==> src/rtl/fetch_unit.sv <==
// Instruction fetch stage: next-PC select, single-outstanding imem handshake, 2-entry decode queue.
// Optional FETCH_MISALIGN_CHECK_EN: a misaligned PC pushes a fault entry instead of fetching.
module fetch_unit #(
    parameter logic [31:0] RESET_PC  = 32'h0000_0008,
    parameter logic [31:0] NOP_INSTR = 32'h0000_0013
) (
    input  logic        clk,
    input  logic        reset,
    input  logic [31:0] pc,
    output logic [31:0] pc_new,
    output logic        fetch_stall,
    input  logic        halt_active,
    input  logic        reset_stages,
    input  logic        branch_taken,
    input  logic [31:0] branch_target,
    output logic        imem_req,
    output logic [31:0] imem_addr,
    input  logic        imem_gnt,
    input  logic        imem_rvalid,
    input  logic [31:0] imem_rdata,
    output logic        id_valid,
    input  logic        id_ready,
    output logic [31:0] id_instr,
    output logic [31:0] id_pc,
    output logic        id_fault,
    output logic        halt_quiet
);
    typedef enum logic {S_IDLE = 1'b0, S_WAIT = 1'b1} state_e;

    state_e      state_q, state_d;
    logic        outstanding_q, outstanding_d;
    logic        drop_q, drop_d;
    logic [31:0] req_pc_q, req_pc_d;
    logic [1:0]  count_q, count_d;
    logic        rd_ptr_q, rd_ptr_d;
    logic        wr_ptr_q, wr_ptr_d;

    logic [31:0] fifo_pc_q    [2];
    logic [31:0] fifo_instr_q [2];

    logic        flush;
    logic        space_ok;
    logic        accept;
    logic        rsp_in;
    logic        push;
    logic        pop;
    logic        mis_push;
    logic        mis_block;
    logic [31:0] push_pc;
    logic [31:0] push_instr;

    assign flush    = branch_taken || reset_stages;
    assign space_ok = ({1'b0, count_q} + {2'b00, outstanding_q}) < 3'd2;
    assign accept   = imem_req && imem_gnt;
    assign rsp_in   = (state_q == S_WAIT) && imem_rvalid;

`ifdef FETCH_MISALIGN_CHECK_EN
    logic mis_lock_q, mis_lock_d;
    logic fifo_fault_q [2];

    // Once a fault entry is queued, stay parked until the pipeline redirects us.
    assign mis_block = (pc[1:0] != 2'b00) || mis_lock_q;
    assign mis_push  = (state_q == S_IDLE) && (pc[1:0] != 2'b00) && !mis_lock_q
                       && space_ok && !halt_active && !flush && !reset;

    always_comb begin
        mis_lock_d = mis_lock_q;
        if (flush)
            mis_lock_d = 1'b0;
        else if (mis_push)
            mis_lock_d = 1'b1;
    end

    always_ff @(posedge clk) begin
        if (reset)
            mis_lock_q <= 1'b0;
        else
            mis_lock_q <= mis_lock_d;
    end

    always_ff @(posedge clk) begin
        if (push)
            fifo_fault_q[wr_ptr_q] <= mis_push;
    end

    assign push_pc    = mis_push ? pc : req_pc_q;
    assign push_instr = mis_push ? NOP_INSTR : imem_rdata;
    assign id_fault   = id_valid ? fifo_fault_q[rd_ptr_q] : 1'b0;
`else
    assign mis_block  = 1'b0;
    assign mis_push   = 1'b0;
    assign push_pc    = req_pc_q;
    assign push_instr = imem_rdata;
    assign id_fault   = 1'b0;
`endif

    // FSM state register
    always_ff @(posedge clk) begin
        if (reset)
            state_q <= S_IDLE;
        else
            state_q <= state_d;
    end

    // FSM next state
    always_comb begin
        state_d = state_q;
        case (state_q)
            S_IDLE:  if (accept) state_d = S_WAIT;
            S_WAIT:  if (imem_rvalid) state_d = S_IDLE;
            default: state_d = S_IDLE;
        endcase
    end

    // FSM outputs
    always_comb begin
        imem_req = 1'b0;
        if (state_q == S_IDLE)
            imem_req = !reset && !halt_active && space_ok && !flush && !mis_block;
    end

    always_comb begin
        pc_new      = pc;
        fetch_stall = 1'b1;
        if (reset) begin
            pc_new      = RESET_PC;
            fetch_stall = 1'b1;
        end else if (branch_taken) begin
            pc_new      = branch_target;
            fetch_stall = 1'b0;
        end else if (accept) begin
            pc_new      = pc + 32'd4;
            fetch_stall = 1'b0;
        end
    end

    assign imem_addr = pc;

    // A flush kills the queue contents and any response arriving in the same cycle.
    assign push = (rsp_in && !drop_q && !flush) || mis_push;
    assign pop  = id_valid && id_ready && !flush;

    always_comb begin
        outstanding_d = outstanding_q;
        drop_d        = drop_q;
        req_pc_d      = req_pc_q;
        count_d       = count_q;
        rd_ptr_d      = rd_ptr_q;
        wr_ptr_d      = wr_ptr_q;

        if (accept) begin
            outstanding_d = 1'b1;
            req_pc_d      = pc;
        end else if (rsp_in) begin
            outstanding_d = 1'b0;
        end

        if (rsp_in)
            drop_d = 1'b0;
        else if (flush && outstanding_q)
            drop_d = 1'b1;

        if (flush) begin
            count_d  = 2'd0;
            rd_ptr_d = 1'b0;
            wr_ptr_d = 1'b0;
        end else begin
            count_d  = count_q + {1'b0, push} - {1'b0, pop};
            rd_ptr_d = rd_ptr_q ^ pop;
            wr_ptr_d = wr_ptr_q ^ push;
        end
    end

    always_ff @(posedge clk) begin
        if (reset) begin
            outstanding_q <= 1'b0;
            drop_q        <= 1'b0;
            req_pc_q      <= 32'd0;
            count_q       <= 2'd0;
            rd_ptr_q      <= 1'b0;
            wr_ptr_q      <= 1'b0;
        end else begin
            outstanding_q <= outstanding_d;
            drop_q        <= drop_d;
            req_pc_q      <= req_pc_d;
            count_q       <= count_d;
            rd_ptr_q      <= rd_ptr_d;
            wr_ptr_q      <= wr_ptr_d;
        end
    end

    always_ff @(posedge clk) begin
        if (push) begin
            fifo_pc_q[wr_ptr_q]    <= push_pc;
            fifo_instr_q[wr_ptr_q] <= push_instr;
        end
    end

    assign id_valid   = (count_q != 2'd0);
    assign id_instr   = id_valid ? fifo_instr_q[rd_ptr_q] : NOP_INSTR;
    assign id_pc      = id_valid ? fifo_pc_q[rd_ptr_q] : 32'd0;
    assign halt_quiet = halt_active && !outstanding_q;

endmodule

==> config.mk <==
export PLATFORM = sky130hd
export DESIGN_NAME = fetch_unit
export DESIGN_NICKNAME = d
export VERILOG_FILES = /design/src/rtl/fetch_unit.sv
export SDC_FILE = /design/constraint.sdc
export NUM_CORES = 1
export LEC_CHECK = 0
export ABC_AREA = 1
export CORE_ASPECT_RATIO = 0.6
export CORE_MARGIN = 10
export CORE_UTILIZATION = 50
export CTS_BUF_LIST = sky130_fd_sc_hd__clkbuf_8
export CTS_CLUSTER_DIAMETER = 100
export DETAILED_ROUTE_END_ITERATION = 8
export PLACE_DENSITY = 0.9
export RECOVER_POWER = 50
export SYNTH_ARGS = -nofsm -noshare
export SYNTH_HDL_FRONTEND = slang
export SYNTH_SLANG_ARGS = --single-unit
==> constraint.sdc <==
create_clock -name clk -period 5.1 [get_ports clk]
set_clock_uncertainty 0.15 [all_clocks]
set_input_delay 0.51 -clock clk [delete_from_list [all_inputs] [get_ports clk]]
set_output_delay 0.51 -clock clk [all_outputs]
set_load 0.01 [all_outputs]
==> flow_summary.json <==
{
  "synth_area_leaders": "edfxtp_1, nand2_1, dfxtp_1, a21oi_1, nor2_1",
  "cts-resized-gates": 0,
  "multiInputGateArea_um2": 2600,
  "fin_util_pct": 68.0,
  "p_int_mw": 1.96,
  "cp-start-kind": "primary input",
  "firstDrtPassIters": 5,
  "dpl_worst_slack_ns": 1.34,
  "clk_path_buf_depth": 2,
  "r2r-start": "state_q",
  "p_leak_nw": 4.11,
  "max_stage_delay_ns": 1.10,
  "routed_via_density": 5.31,
  "path_delay_family": "buffers and inverters",
  "synthesis.area_um2": 7970,
  "cap_violations": 2,
  "combPwrFrac_pct": 10.5,
  "rsz0062_at_grt": "false",
  "worst_pin_slew_ns": 1.63,
  "switchingPower_uw": 655,
  "grt_pass1_vias": 6752,
  "cts.sinks": 167,
  "syn-num-nets": 1006,
  "fill_cells": 1191,
  "synth_area_per_cell_um2": 8.89,
  "worst_setup_path_end_kind": "output pin",
  "antenna_found_initial": 1,
  "seqPwrFrac_pct": 56.0,
  "cp_data_arrival_time_ns": 3.41,
  "min_period_over_period_pct": 79.8,
  "reg2reg_to": "fifo_instr_q[1][0]",
  "ys_seq_area_share_pct": 58.0,
  "area_growth_pct": 32.2,
  "start_util_pct": 51.4,
  "crit_type": "in2out",
  "fin_cells": 1297,
  "drtIter0Drc": 704,
  "wirelength_um": 23100,
  "p_clk_share_pct": 33.5,
  "ant_nets": 0,
  "hold_depth": 0,
  "p_total_mw": 2.62,
  "r2r_setup_slack_ns": 2.21,
  "irDropWorstVdd_v": 0.000163,
  "yosysUniqueCellTypes": 30,
  "hp-start": "push_pc[3]",
  "die_width_um": 183,
  "slew_viol_final": 105,
  "via_count": 6887,
  "required_ns": 4.44,
  "dieArea_um2": 21600,
  "min_path_type": "reg2reg",
  "regArea_um2": 4630,
  "final_common_cell": "nand2_1",
  "violations": "max-capacitance violations, max-slew violations",
  "worstRegToRegCells": 3,
  "relSlewSlack_pct": -8.51,
  "pwr_density_cell_nw_per_um2": 248,
  "min_to": "fifo_pc_q[0][3]",
  "portBuffers": 235,
  "grt.overflow.total": 0,
  "setup-tns-final_ns": 0,
  "clkLatencyLatePin_ns": 0.43,
  "crit_buf_inv": 4,
  "worstPathMaxFanout": 39,
  "cts_max_level": 4,
  "finalWeightedCongestion": 0.919,
  "finalCriticalPeriod_ns": 4.07,
  "setup_viol": 0,
  "hold_violations": 0,
  "core-area_um2": 15500,
  "drc_errors": 0,
  "layout_common_cells": "nand2_1, clkdlybuf4s50_1, edfxtp_1",
  "yosysWarnings": 0,
  "crit_chain": "dlygate4sd3_1, inv_1, clkbuf_1, o21ai_0, nor2_1, clkdlybuf4s50_1",
  "grtUsageTotal_pct": 21.0,
  "ys_ff_latch": 167,
  "clkSlewWorstSetupHoldPaths_ns": 0.09,
  "root_buffer": "clkbuf_8",
  "postCtsSetupBuffers": 0,
  "critical_path.startpoint": "reset",
  "syn_inst": 897,
  "cts_inserted_buffers": 17,
  "max_freq_ghz": 0.246,
  "die_h_um": 118,
  "p_sw_share_pct": 25.0,
  "core.rowCount": 35,
  "setup_slack_ns": 1.03,
  "drive_gt1_share_pct": 4.39,
  "synth_top_area_share_pct": 48.2,
  "cts_tree": "yes",
  "outcome": "complete, but fails checks",
  "yosysTopAreaCell": "edfxtp_1",
  "dp_hpwl_um": 16800,
  "crit_slowest_cell": "clkbuf_1",
  "nNetsFinal": 1189,
  "routedWlPerCell_um": 17.8,
  "ioPinCount": 237,
  "grt_pass1_wl_um": 36600,
  "dp.cells": 1264,
  "grt_max_degree": 86,
  "cts_hold_buf": 0
}
how the worst max path moves through the flow:
stage,end,slack [ns],cells after the start
after floorplan,fifo_instr_q[1][0],1.89,5
after global placement,pc_new[28],1.43,11
after detailed placement,pc_new[28],1.34,11
after CTS,pc_new[28],1.32,11
after global routing,pc_new[0],0.75,6
final,pc_new[0],1.03,6
synth_stat cells:
cell type / instances
nor2_4: 1
nand2_1: 229
a21oi_1: 90
nor2_1: 101
edfxtp_1: 128
or2_2: 1
buf_6: 4
ha_1: 5
buf_1: 6
buf_2: 7
clkbuf_2: 1
inv_1: 75
nand3_1: 65
conb_1: 1
nor2_2: 3
and2_1: 1
buf_4: 33
nand3b_1: 1
nor3_4: 1
xnor2_1: 2
dfxtp_1: 39
nand2_4: 2
nor3_1: 5
clkbuf_1: 27
a211oi_1: 7
a31oi_1: 4
nor2_8: 1
nand4_1: 2
o21ai_0: 52
xor2_1: 3
cells by family (layout without fill, tap and decap cells):
| logic type | Yosys count | in the layout | synth area share (%) |
|---|---|---|---|
| simple gates | 413 | 413 | 21.5 |
| flops | 167 | 167 | 58.0 |
| compound gates | 153 | 153 | 9.89 |
| buf+inv | 153 | 349 | 9.26 |
| fa+ha+maj | 5 | 5 | 0.785 |
| xor+xnor | 5 | 5 | 0.549 |
| other cells | 1 | 2 | 0.0470 |
worst register-to-register path, cell delays in order (launching register included):
cell,delay (ns)
dfxtp_1,0.34
nand2_1,0.10
nor3_1,0.47
ha_2,1.41
sequential cells by signal, summed over array words and instances (netlist names):
| signal | cells |
|---|---|
| rd_ptr_q | 1 |
| fifo_pc_q | 64 |
| fifo_instr_q | 64 |
| outstanding_q | 1 |
| count_q | 2 |
| drop_q | 1 |
| wr_ptr_q | 1 |
| push_pc | 32 |
| state_q | 1 |
layout make-up:
class                           count  share of cell area [%]
Timing Repair Buffer              242                    22.9
Sequential cell                   167                    43.9
Clock inverter                     15                    1.29
Clock buffer                       17                    2.22
Antenna cell                        1                  0.0237
Tap cell                          203                    2.41
Multi-Input combinational cell    577                    24.6
Inverter                           75                    2.67
metal layers:
metal	vias to the layer above	track usage (%)	routed length, µm
met5	-	0	0
met4	0	4.74	391
met3	29	6.13	2150
met2	332	33.8	10800
met1	3204	27.3	9820
li1	3322	-	-
through the flow:
step / instance area, µm² / hold slack, ns
2_1_floorplan: 7970 / 0.270
3_3_place_gp: 10200 / 0.280
3_5_place_dp: 10200 / 0.281
4_1_cts: 10600 / 0.303
5_1_grt: 10500 / 0.329
6_report: 10500 / 0.307
power by group through the flow:
stage | registers, mW | clock network (mW) | logic, mW
6_report | 1.47 | 0.876 | 0.274
3_3_place_gp | 1.50 | 0 | 0.281
5_1_grt | 1.47 | 0.947 | 0.298
4_1_cts | 1.47 | 0.888 | 0.288
3_5_place_dp | 1.50 | 0 | 0.285
2_1_floorplan | 1.50 | 0 | 0.119
Power figures use the tool's default switching activity.
